`src/rtl/led_seq_pkg.sv`:
```
// Shared types and register layout for the LED sequencer.
package led_seq_pkg;

  typedef enum logic [1:0] {
    MODE_STATIC = 2'd0,
    MODE_ROTATE = 2'd1,
    MODE_BOUNCE = 2'd2,
    MODE_BLINK  = 2'd3
  } mode_e;

  localparam logic ADDR_CTRL = 1'b0;
  localparam logic ADDR_PAT  = 1'b1;

  localparam int CTRL_MODE_LSB = 0;
  localparam int CTRL_EN_BIT   = 2;
  localparam int CTRL_PER_LSB  = 8;

  localparam int ST_LEDS_LSB  = 0;
  localparam int ST_BTN_LSB   = 8;
  localparam int ST_OVR_BIT   = 12;
  localparam int ST_DIR_BIT   = 13;
  localparam int ST_PHASE_BIT = 14;

  typedef struct packed {
    logic [7:0] period;
    logic       enable;
    mode_e      mode;
  } ctrl_t;

  function automatic logic [31:0] ctrl_pack(input ctrl_t c);
    logic [31:0] r;
    r = '0;
    r[CTRL_MODE_LSB +: 2] = c.mode;
    r[CTRL_EN_BIT]        = c.enable;
    r[CTRL_PER_LSB +: 8]  = c.period;
    return r;
  endfunction

endpackage

```
`src/rtl/led_sequencer_button_debounce.sv`:
```
// Push-button synchronizer and tick-based debouncer; output is 1 while a button is held.
module button_debounce
  import led_seq_pkg::*;
#(
  parameter int WIDTH          = 4,
  parameter int DEBOUNCE_TICKS = 20
) (
  input  logic             clk,
  input  logic             reset,
  input  logic             tick,
  input  logic [WIDTH-1:0] raw,
  output logic [WIDTH-1:0] pressed
);

  localparam int CW = $clog2(DEBOUNCE_TICKS + 1);

  logic [WIDTH-1:0]         sync1_q, sync2_q;
  logic [WIDTH-1:0]         deb_q, deb_d;
  logic [WIDTH-1:0][CW-1:0] cnt_q, cnt_d;

  always_comb begin
    deb_d = deb_q;
    cnt_d = cnt_q;
    for (int i = 0; i < WIDTH; i++) begin
      // Raw buttons are active-low, so the synchronized level is inverted here.
      if (~sync2_q[i] == deb_q[i]) begin
        cnt_d[i] = '0;
      end else if (tick) begin
        if (cnt_q[i] == CW'(DEBOUNCE_TICKS - 1)) begin
          deb_d[i] = ~sync2_q[i];
          cnt_d[i] = '0;
        end else begin
          cnt_d[i] = cnt_q[i] + CW'(1);
        end
      end
    end
  end

  always_ff @(posedge clk or posedge reset) begin
    if (reset) begin
      sync1_q <= '1;
      sync2_q <= '1;
      deb_q   <= '0;
      cnt_q   <= '0;
    end else begin
      sync1_q <= raw;
      sync2_q <= sync1_q;
      deb_q   <= deb_d;
      cnt_q   <= cnt_d;
    end
  end

  assign pressed = deb_q;

endmodule

```
`src/rtl/led_sequencer.sv`:
```
// Avalon-MM LED scheduler: buttons override a pattern engine, which overrides the host pattern.
module led_sequencer
  import led_seq_pkg::*;
#(
  parameter int TICK_DIV       = 50000,
  parameter int DEBOUNCE_TICKS = 20
) (
  input  logic        clk,
  input  logic        reset,
  input  logic        avs_s0_address,
  input  logic        avs_s0_read,
  input  logic        avs_s0_write,
  output logic [31:0] avs_s0_readdata,
  input  logic [31:0] avs_s0_writedata,
  input  logic [3:0]  button_in_port,
  output logic [7:0]  leds
);

  localparam int PW = (TICK_DIV > 1) ? $clog2(TICK_DIV) : 1;

  logic [PW-1:0] presc_q, presc_d;
  ctrl_t         ctrl_q, ctrl_d;
  logic [7:0]    pattern_q, pattern_d;
  logic [7:0]    work_q, work_d;
  logic [7:0]    step_cnt_q, step_cnt_d;
  logic [7:0]    leds_q, leds_d;
  logic          dir_q, dir_d;
  logic          phase_q, phase_d;
  logic [31:0]   rdata_q, rdata_d;

  logic        tick, run, step, wr_ctrl, wr_pat;
  logic [3:0]  pressed;
  logic [7:0]  eng;
  logic [31:0] status;
  logic        unused_wd;

  assign unused_wd = ^{avs_s0_writedata[31:16], avs_s0_writedata[7:3]};

  button_debounce #(
    .WIDTH         (4),
    .DEBOUNCE_TICKS(DEBOUNCE_TICKS)
  ) u_debounce (
    .clk    (clk),
    .reset  (reset),
    .tick   (tick),
    .raw    (button_in_port),
    .pressed(pressed)
  );

  always_comb begin
    wr_ctrl = avs_s0_write && (avs_s0_address == ADDR_CTRL);
    wr_pat  = avs_s0_write && (avs_s0_address == ADDR_PAT);

    tick    = (presc_q == PW'(TICK_DIV - 1));
    presc_d = tick ? '0 : presc_q + PW'(1);

    run  = tick && ctrl_q.enable && (ctrl_q.mode != MODE_STATIC);
    step = run && (step_cnt_q == ctrl_q.period);

    step_cnt_d = step_cnt_q;
    if (wr_ctrl || wr_pat) step_cnt_d = '0;
    else if (run)          step_cnt_d = step ? 8'd0 : step_cnt_q + 8'd1;

    ctrl_d = ctrl_q;
    if (wr_ctrl) begin
      ctrl_d.mode   = mode_e'(avs_s0_writedata[CTRL_MODE_LSB +: 2]);
      ctrl_d.enable = avs_s0_writedata[CTRL_EN_BIT];
      ctrl_d.period = avs_s0_writedata[CTRL_PER_LSB +: 8];
    end

    pattern_d = pattern_q;
    work_d    = work_q;
    dir_d     = dir_q;
    phase_d   = phase_q;
    // A host pattern load takes precedence over a coincident step.
    if (wr_pat) begin
      pattern_d = avs_s0_writedata[7:0];
      work_d    = avs_s0_writedata[7:0];
      dir_d     = 1'b0;
      phase_d   = 1'b1;
    end else if (step) begin
      case (ctrl_q.mode)
        MODE_ROTATE: work_d = {work_q[6:0], work_q[7]};
        MODE_BOUNCE: begin
          if (!dir_q) begin
            if (work_q[7]) begin dir_d = 1'b1; work_d = work_q >> 1; end
            else                 work_d = work_q << 1;
          end else begin
            if (work_q[0]) begin dir_d = 1'b0; work_d = work_q << 1; end
            else                 work_d = work_q >> 1;
          end
        end
        MODE_BLINK: phase_d = ~phase_q;
        default: ;
      endcase
    end

    case (ctrl_q.mode)
      MODE_STATIC: eng = pattern_q;
      MODE_BLINK:  eng = phase_q ? pattern_q : 8'h00;
      default:     eng = work_q;
    endcase

    leds_d = (|pressed) ? {4'b0000, pressed} : eng;

    status = '0;
    status[ST_LEDS_LSB +: 8] = leds_q;
    status[ST_BTN_LSB +: 4]  = pressed;
    status[ST_OVR_BIT]       = |pressed;
    status[ST_DIR_BIT]       = dir_q;
    status[ST_PHASE_BIT]     = phase_q;

    rdata_d = rdata_q;
    if (avs_s0_read) rdata_d = (avs_s0_address == ADDR_CTRL) ? ctrl_pack(ctrl_q) : status;
  end

  always_ff @(posedge clk or posedge reset) begin
    if (reset) begin
      presc_q    <= '0;
      ctrl_q     <= '0;
      pattern_q  <= '0;
      work_q     <= '0;
      step_cnt_q <= '0;
      leds_q     <= '0;
      dir_q      <= 1'b0;
      phase_q    <= 1'b1;
      rdata_q    <= '0;
    end else begin
      presc_q    <= presc_d;
      ctrl_q     <= ctrl_d;
      pattern_q  <= pattern_d;
      work_q     <= work_d;
      step_cnt_q <= step_cnt_d;
      leds_q     <= leds_d;
      dir_q      <= dir_d;
      phase_q    <= phase_d;
      rdata_q    <= rdata_d;
    end
  end

  assign avs_s0_readdata = rdata_q;
  assign leds            = leds_q;

endmodule

```
`config.mk`:
```
export PLATFORM = sky130hd
export DESIGN_NAME = led_sequencer
export DESIGN_NICKNAME = d
export VERILOG_FILES = /design/src/rtl/led_seq_pkg.sv /design/src/rtl/led_sequencer_button_debounce.sv /design/src/rtl/led_sequencer.sv
export SDC_FILE = /design/constraint.sdc
export NUM_CORES = 1
export LEC_CHECK = 0
export ABC_AREA = 0
export BUFFER_PORTS_ARGS = -buffer_cell sky130_fd_sc_hd__buf_2
export CAP_MARGIN = 10
export CORE_MARGIN = 1.5
export CORE_UTILIZATION = 58
export CTS_BUF_LIST = sky130_fd_sc_hd__clkbuf_4 sky130_fd_sc_hd__clkbuf_8 sky130_fd_sc_hd__clkbuf_16
export DETAILED_ROUTE_END_ITERATION = 7
export MAX_ROUTING_LAYER = met4
export PLACE_DENSITY = 0.81
export SYNTH_ARGS = -nofsm -noshare
export SYNTH_HDL_FRONTEND = slang
export SYNTH_SLANG_ARGS = --single-unit
```
`constraint.sdc`:
```
create_clock -name clk -period 7.4 [get_ports clk]
set_input_delay 1.48 -clock clk [delete_from_list [all_inputs] [get_ports clk]]
set_output_delay 1.48 -clock clk [all_outputs]
set_load 0.05 [all_outputs]
```
## Yosys cells after proc, flatten, opt, wreduce, memory -nomap -nowiden

Index checks and enable logic that the tools add are counted.

- Flip-flop bits (word level): 125
- Input port bits: 41
- Output and inout bits: 40
- Logic and storage cells: 110

- $add $sub $neg: 6
- Equality and inequality tests: 13
- Muxes and demuxes: 35
- Bitwise logic cells: 10
- Reduce and logical (&&, ||, !) cells: 25

Operators with widths:

| kind | count |
|---|---|
| $mux 8 | 10 |
| $mux 5 | 12 |
| $mux 16 | 2 |
| $pmux 8 s2 | 2 |
| $add 5x1->5 const B | 4 |
| $eq 5x5->1 const B | 4 |
| $reduce_bool 2->1 | 9 |
| $add 16x1->16 const B | 1 |
| $eq 16x16->1 const B | 1 |
| $reduce_and 3->1 | 4 |
| $not 1->1 | 10 |
| $mux 1 | 9 |
| $add 8x1->8 const B | 1 |
| $eq 8x8->1 | 1 |
| $reduce_and 2->1 | 3 |
| $logic_and 1x1->1 | 5 |
| $eq 1x1->1 | 4 |
| $eq 2x2->1 const B | 2 |
| $reduce_or 4->1 | 1 |
| $reduce_bool 3->1 | 1 |
| $eq 2x1->1 const B | 1 |
| $logic_not 2->1 | 1 |
| $logic_or 1x1->1 | 1 |

## Longest topological paths before layout

Gate-level depths: netlist of run 1.

- Word-level depth: 7
- Depth in mapped cells: 8
- Depth with buffers taken out: 7

## Cells and area by module

From an unflattened synthesis of run 1, not the netlist that was laid out.

- Cells, all modules: 513
- Area, all modules: 5,326.4 µm²

Modules (own cells, without submodules):

| module | instances | cells an instance | area an instance (µm²) | sequential area each (µm²) |
|---|---|---|---|---|
| led_sequencer | 1 | 381 | 3,848.7 | 1,928.1 |
| button_debounce | 1 | 132 | 1,477.7 | 810.8 |

## Least setup slack after synthesis of run 1

Ideal clock, no wire load.

- Path type: input port to flip-flop
- Start: input port avs_s0_address
- End: register work_q[0]
- Setup time: 0.125 ns
- Data arrival time: 2.822 ns
- Data required time: 7.275 ns
- Setup slack: 4.453 ns
- Stages: 6
- Path buffers: 3
- Cell sequence: clkbuf_1 -> and2_1 -> clkbuf_1 -> clkbuf_1 -> o21ai_0 -> mux2_2

- Word-level cells in the longest chain between the ends: 3
- Elaborated cells between the ends (all ways): 5
- Those cells by class: 1 x mux; 4 x reduce/logical

Ends and longest elaborated chain:

| element | RTL line | RTL |
|---|---|---|
| start: declaration | led_sequencer.sv:10 | `input logic avs_s0_address,` |
| $logic_and 1x1->1 (*) | led_sequencer.sv:52 | `wr_pat = avs_s0_write && (avs_s0_address == ADDR_PAT);` |
| $reduce_bool 3->1 (no line) / $reduce_bool 2->1 (equally long branches) | - |  |
| $reduce_and 2->1 (no line) | - |  |
| end signal: assignment | led_sequencer.sv:132 | `work_q <= work_d;` |
| end: declaration | led_sequencer.sv:24 | `logic [7:0] work_q, work_d;` |

Mark *: on every way between the ends. The rest lies on a longest branch, timed or not.
A chain may end at the register's enable or synchronous reset.

## Final worst setup path of run 1

- Start: register presc_q[11]
- End: register work_q[2]

- Word-level cells in the longest chain between the ends: 6

Ends and longest elaborated chain:

| element | RTL line | RTL |
|---|---|---|
| start: declaration | led_sequencer.sv:21 | `logic [PW-1:0] presc_q, presc_d;` |
| start signal: assignment | led_sequencer.sv:129 | `presc_q <= presc_d;` |
| $eq 16x16->1 | led_sequencer.sv:54 | `tick = (presc_q == PW'(TICK_DIV - 1));` |
| $logic_and 1x1->1 (2 in a row) | led_sequencer.sv:57 | `run = tick && ctrl_q.enable && (ctrl_q.mode != MODE_STATIC);` |
| $logic_and 1x1->1 | led_sequencer.sv:58 | `step = run && (step_cnt_q == ctrl_q.period);` |
| $reduce_bool 2->1 (no line) | - |  |
| $reduce_and 2->1 (no line) | - |  |

No other way between the ends.

==> impl_results.md, run 1 <==
* Syn_area_per_cell at about 10 sq um
* Num Clock Sinks at 109
* RSZ-0062 raised after global routing: false
* Synth Flop Type: dfrtp_1
* P&R area growth vs syn at 8.63%
* Tcrit/Tclk final at 46.3%
* Final Critical Period at ~3.4 ns
* Mapped Area at between 5000 and 6000 sq um
* Worst-path clk slew at around 0.11 ns
* Max stage delay on crit path at roughly 0.84 ns
* Max Clock Skew at roughly 0.011 ns
* Power per cell area at 247 nW/um^2
* Slew Limit Headroom at around 28%
* Peak Freq at 292 MHz
* CTS buffer count at 9
* Nets@finish at roughly 600
* CTS H-tree lvls at 3
* Sequential cell area at around 2700 sq um
* Core Region at slightly below 9000 sq um
* Post-route ant nets at 0
* Arr. time, crit path at roughly 3.7 ns
* WS Path Type: reg -> reg
* Final setup vio count at 0
* Max-cap violations at 0
* Post-DR vias/cell at approximately 5.8
* ANT cells at 0
* Register area share after synthesis at 52.3%
* Switching Fraction at a little over a third
* Final Max Slew Viols at 0
* Post-Route WL at between 10000 and 15000 um
* Maximum vdd drop at 0.134 mV
* CTS tree: yes
* CP Cell Sequence: or4b_4 > nor4_4 > nand2b_1 > o31ai_4 > mux2_2
* Seq pwr share at between 50% and 60%
* Die width at about 100 um
* Type of origin of the critical path: register
* Initial antenna violation count at 0
* DR iter-0 viols at approximately 170
* GR Overflow Total at 0
* Area of the multi-input gates at ~2300 sq um
* Crit path max fanout at 12
* Slowest stage cell, crit path: nor4_4
* Die Height at about 98 um
* Required time worst endpoint at approximately 7.7 ns
* # IOs at 81
* Die footprint at between 9000 and 10000 sq um
* Slew of the pin with the lowest slew margin at 1.08 ns
* Ratio of cells with drive above 1 in the final layout at approximately 18%
* Post-synth EDFFs at 0
* Clock buffer depth at 2
* Post-CTS sizing at 0
* Initial Utilization at between 60% and 70%
* Fin Setup TNS at 0 ns
* Overall Global Routing Usage at between 20% and 30%
* Crit path capture type: register
* Hold Vio Cnt, Final at 0
* Internal at slightly below 0.9 mW
* Clock Latency Late Sink at 0.38 ns
* First-pass GRT wire length at between 15000 and 20000 um
* Vias in the first global route at around 3800
* Combinational Power Share at between 20% and 30%
* GP Congestion at 0.850
* Num rows at 34
* Static Leak at 2.65 nW
* Syn Inst Count at between 500 and 600
* Detailed placer's ending HPWL at about 7400 um
* Root buffer cell: clkbuf_8
* Power Total at between 1 and 1.5 mW
* Number of fill cells at slightly above 700
* Status: finished clean
* Maximum number of pins on one net before global-route repair at 73
* Buffer count from post-CTS setup fixing at 0
* Post-route DRC at 0
* Synth Warn # at 0
* Port bufs at 48
* Synth Register Bits at between 100 and 150
* Clk pwr share at around 26%
* Hold_buf cts at 0
* DR vias at a little under 4000
* HP Class: reg -> reg
* Yosys cell types at 49
* Per-cell routed wire length at 15.6 um
* Switching pwr at around 0.51 mW
* Async SR Flop Fraction at between 90% and 100%
* First-pass DRT Iterations at 4
## cell usage after synthesis, drive strengths merged (5+ instances only)
| cell | instances | share of area (%) |
|---|---|---|
| nand4 | 5 | 0.60 |
| nor3 | 12 | 1.1 |
| a22oi | 8 | 1.1 |
| mux2 | 19 | 4.1 |
| inv | 17 | 1.2 |
| xnor2 | 7 | 1.2 |
| clkbuf | 17 | 1.2 |
| nor4 | 5 | 0.88 |
| o21ai | 29 | 2.8 |
| nand3 | 22 | 2.1 |
| buf | 20 | 2.6 |
| mux2i | 17 | 3.3 |
| xor2 | 22 | 3.7 |
| nor2b | 11 | 1.3 |
| dfrtp | 100 | 48 |
| nor2 | 44 | 3.2 |
| dfstp | 9 | 4.5 |
| nand2 | 61 | 4.4 |
| a21oi | 33 | 3.2 |
| ha | 10 | 2.4 |
## sequential cells by signal, indices dropped and copies added, names as in the netlist, 8 cells and up
| register | cells |
|---|---|
| avs_s0_readdata | 16 |
| u_debounce.cnt_q | 20 |
| ctrl_q | 11 |
| step_cnt_q | 8 |
| work_q | 8 |
| pattern_q | 8 |
| presc_q | 16 |
| leds | 8 |
## cells in the final DEF (no fill, tap or decap), types with 8 or more instances in the layout
cell and count:
a21oi_1 33, nor2b_1 11, mux2i_1 17, nand3_1 22, o21ai_0 29, a22oi_1 8, nor3_1 12, inv_1 16
conb_1 16, clkbuf_8 9, dfstp_2 9, xor2_1 22, buf_2 48, nor2_1 44, nand2_1 61, ha_1 10
dfrtp_1 100, mux2_2 19
## path summary, 6_finish.rpt
check / slack, ns / endpoint / cells past startpoint / startpoint
worst max-delay path: 3.97 / work_q[2] / 5 / presc_q[11]
worst min-delay path: 0.36 / u_debounce.sync2_q[1] / 0 / u_debounce.sync1_q[1]
worst max register to register: 3.97 / work_q[2] / 5 / presc_q[11]
worst min register to register: 0.36 / u_debounce.sync2_q[1] / 0 / u_debounce.sync1_q[1]
max in group asynchronous: 5.01 / avs_s0_readdata[1] / 3 / reset
min in group asynchronous: 1.12 / u_debounce.cnt_q[5] / 2 / reset
## worst max-delay path, delay by kind of cell (launching register included)
kind	cells	cell delay, ns
compound gates	1	0.58
flops	1	0.44
mux	1	0.40
simple gates	3	1.90
## kinds of logic after synthesis
group,after synthesis,share of synthesized area [%]
other cells,1,0.0716
flops,109,52.3
fa+ha+maj,10,2.39
mux,36,7.34
buf+inv,54,5.07
xor+xnor,29,4.85
simple gates,187,17.6
compound gates,90,10.4
## metrics by stage
| stage | instance area [sq um] | hold slack, ns | setup slack, ns | cells | utilization, % |
|---|---|---|---|---|---|
| 2_1_floorplan | 5290 | 0.345 | 3.06 | 531 | - |
| 3_3_place_gp | 5490 | 0.347 | 4.07 | 652 | 62.9 |
| 3_5_place_dp | 5490 | 0.347 | 4.04 | 652 | 62.9 |
| 4_1_cts | 5690 | 0.364 | 4.02 | 668 | 65.2 |
| 5_1_grt | 5690 | 0.373 | 3.78 | 668 | 65.2 |
| 6_report | 5690 | 0.363 | 3.97 | 668 | 65.2 |
## final cells by class
type	instances	area share [%]
clock inverter	7	1.30
timing repair buffer	50	4.49
clock buffer	9	2.18
multi-input combinational	368	40.3
sequential	109	48.2
inverter	17	1.17
tap	108	2.38
## routing by layer
metal / routed length [um] / GRT usage (%) / vias to the layer above / part of all wire [%]
li1: - / - / 1827 / -
met1: 4660 / 30.8 / 1906 / 45
met2: 5110 / 38.1 / 94 / 49
met3: 449 / 4.72 / 15 / 4.3
met4: 168 / 6.92 / 0 / 1.6
met5: 0 / - / - / 0
## power by group through the flow
stage | clock network [mW] | registers (mW) | logic, mW
5_1_grt | 0.390 | 0.732 | 0.352
6_report | 0.358 | 0.722 | 0.326
3_5_place_dp | 0 | 0.732 | 0.326
3_3_place_gp | 0 | 0.729 | 0.318
4_1_cts | 0.363 | 0.720 | 0.327
2_1_floorplan | 0 | 0.819 | 0.160
No activity file was read; power rests on OpenSTA's default activity.
==> run 2, diff against run 1 <==
- CORE_UTILIZATION: 58 -> 57
- PLACE_DENSITY: 0.81 -> 0.8
- clock period: 7.4 -> 3.51 ns (I/O delays scaled with it)
==> impl_results.md, run 2 (synthesis gave the netlist of run 1 again) <==
* CTS buffer count at 9
* Final Critical Period at 2.85 ns
* Status: finished, violations left
* Initial Utilization at a little under 60%
* Final hold slack at 0.273 ns
* CTS H-tree lvls at 3
* Clock Latency Late Sink at 0.36 ns
* Violated checks: DRC
* Per-cell routed wire length at approximately 16 um
* Num Clock Sinks at ~110
* GP Congestion at 0.861
* Port bufs at 48
* Die footprint at 9770 sq um
* Finished Layout Cells at 671
* Post-CTS sizing at 0
* Worst-path clk slew at approximately 0.10 ns
* Hold Vio Cnt, Final at 0
* Ratio of cells with drive above 1 in the final layout at between 10% and 20%
* Overall Global Routing Usage at between 20% and 30%
* Crit path max fanout at 11
* Vias in the first global route at about 3700
* Max Clock Skew at 0.0148 ns
* Core Region at between 8000 and 9000 sq um
* Max reg flops at 20
* Fin util at ~65%
* Maximum vdd drop at ~0.25 mV
* Post-DR vias/cell at slightly below 6
* P&R area growth vs syn at 8.77%
* # IOs at 81
* Maximum number of pins on one net before global-route repair at 68
* Clock buffer depth at 2
* Post-route DRC at 7
* Num rows at 34
* RSZ-0062 raised after global routing: false
* Top reg by flops: u_debounce.cnt_q
* Crit path capture type: register
* Most common cell after layout, fill and taps aside: dfrtp_1
* DR vias at roughly 3900
* WS Path Type: reg -> reg
* Hold_buf cts at 0
* Slew of the pin with the lowest slew margin at slightly above 0.8 ns
* Most frequent cells in the layout: 100 x dfrtp_1, 61 x nand2_1, 48 x buf_2
* Pre-CTS setup slack at about 0.73 ns
* GR Overflow Total at 0
* Die Height at 98.8 um
* Arr. time, crit path at just over 3 ns
* Max-cap violations at 0
* Slowest stage cell, crit path: nor4_1
* HP Class: in -> async
* Initial antenna violation count at 0
* Peak Freq at around 350 MHz
* Required time worst endpoint at 3.76 ns
* First-pass DRT Iterations at 7
* CP Cell Sequence: xor2_1 > nor4_1 > nand2_1 > o31ai_4 > mux2_2
* Slew Limit Headroom at ~46%
* CTS tree: yes
* Nets@finish at slightly above 600
* Fin Setup TNS at 0 ns
* Tcrit/Tclk final at roughly four fifths
* Detailed placer's ending HPWL at 7330 um
* DR iter-0 viols at around 230
* First-pass GRT wire length at about 18000 um
* Type of origin of the critical path: register
* ANT cells at 0
* Final setup vio count at 0
* Placed Cells at between 600 and 700
* Buffer count from post-CTS setup fixing at 0
* Post-Route WL at approximately 10000 um
* Max stage delay on crit path at about 0.63 ns
* Die width at around 99 um
* Post-route ant nets at 0
* Final Max Slew Viols at 0
* Fin worst setup slack at around 0.66 ns
* Root buffer cell: clkbuf_8
* Static Leak at approximately 2.7 nW
* Power per cell area at just over 500 nW/um^2
## run 2: changes by cell type in the layout (fill, tap and decap cells not counted), moves of 2 or more
cell	change
buf_4	+3
clkbuf_4	+3
clkinvlp_4	+2
inv_6	-2
inv_8	-2
## run 2: cell type report
type / instances / area (sq um)
Fill cell: 704 / 3110
Sequential cell: 109 / 2740
Multi-Input combinational cell: 368 / 2290
Timing Repair Buffer: 53 / 278
Clock buffer: 13 / 160
Tap cell: 108 / 135
Inverter: 17 / 67.6
Clock inverter: 3 / 21.3
## run 2: metal layers
layer  vias up  part of all wire (%)  GRT usage [%]
li1       1836                     -              -
met1      1923                    45           30.7
met2       101                    49           37.7
met3        15                   4.1           3.33
met4         0                   1.6           7.80
met5         -                     0              -
## run 2: path summary, 6_finish.rpt
check / startpoint / to / slack (ns) / cells after the start
min in group clk: u_debounce.sync1_q[1] / u_debounce.sync2_q[1] / 0.35 / 0
worst min register to register: u_debounce.sync1_q[1] / u_debounce.sync2_q[1] / 0.35 / 0
worst max register to register: ctrl_q[7] / work_q[5] / 0.66 / 5
worst max-delay path: ctrl_q[7] / work_q[5] / 0.66 / 5
worst min-delay path: reset / u_debounce.cnt_q[10] / 0.27 / 2
max in group asynchronous: reset / avs_s0_readdata[2] / 2.18 / 3
## run 2: through the flow
stage / cell area, sq um / total power [mW]
3_3_place_gp: 5510 / 2.21
5_1_grt: 5690 / 3.05
6_report: 5690 / 2.91
4_1_cts: 5690 / 2.93
2_1_floorplan: 5300 / 2.07
3_5_place_dp: 5510 / 2.23
## run 2: worst max-delay path, delay by kind of cell, from the launching register on
family                    cells  cell delay [ns]
muxes                         1             0.40
AOI/OAI and AO/OA             1             0.62
xor gates and xnor gates      1             0.17
DFF                           1             0.46
and+or+nand+nor               2             1.08
## run 2: power breakdown
group          internal (mW)  total (mW)  switching (mW)  leakage, nW
clock network          0.304       0.704           0.400       0.0943
logic                  0.209       0.685           0.476         1.17
registers               1.40        1.52           0.125         1.39
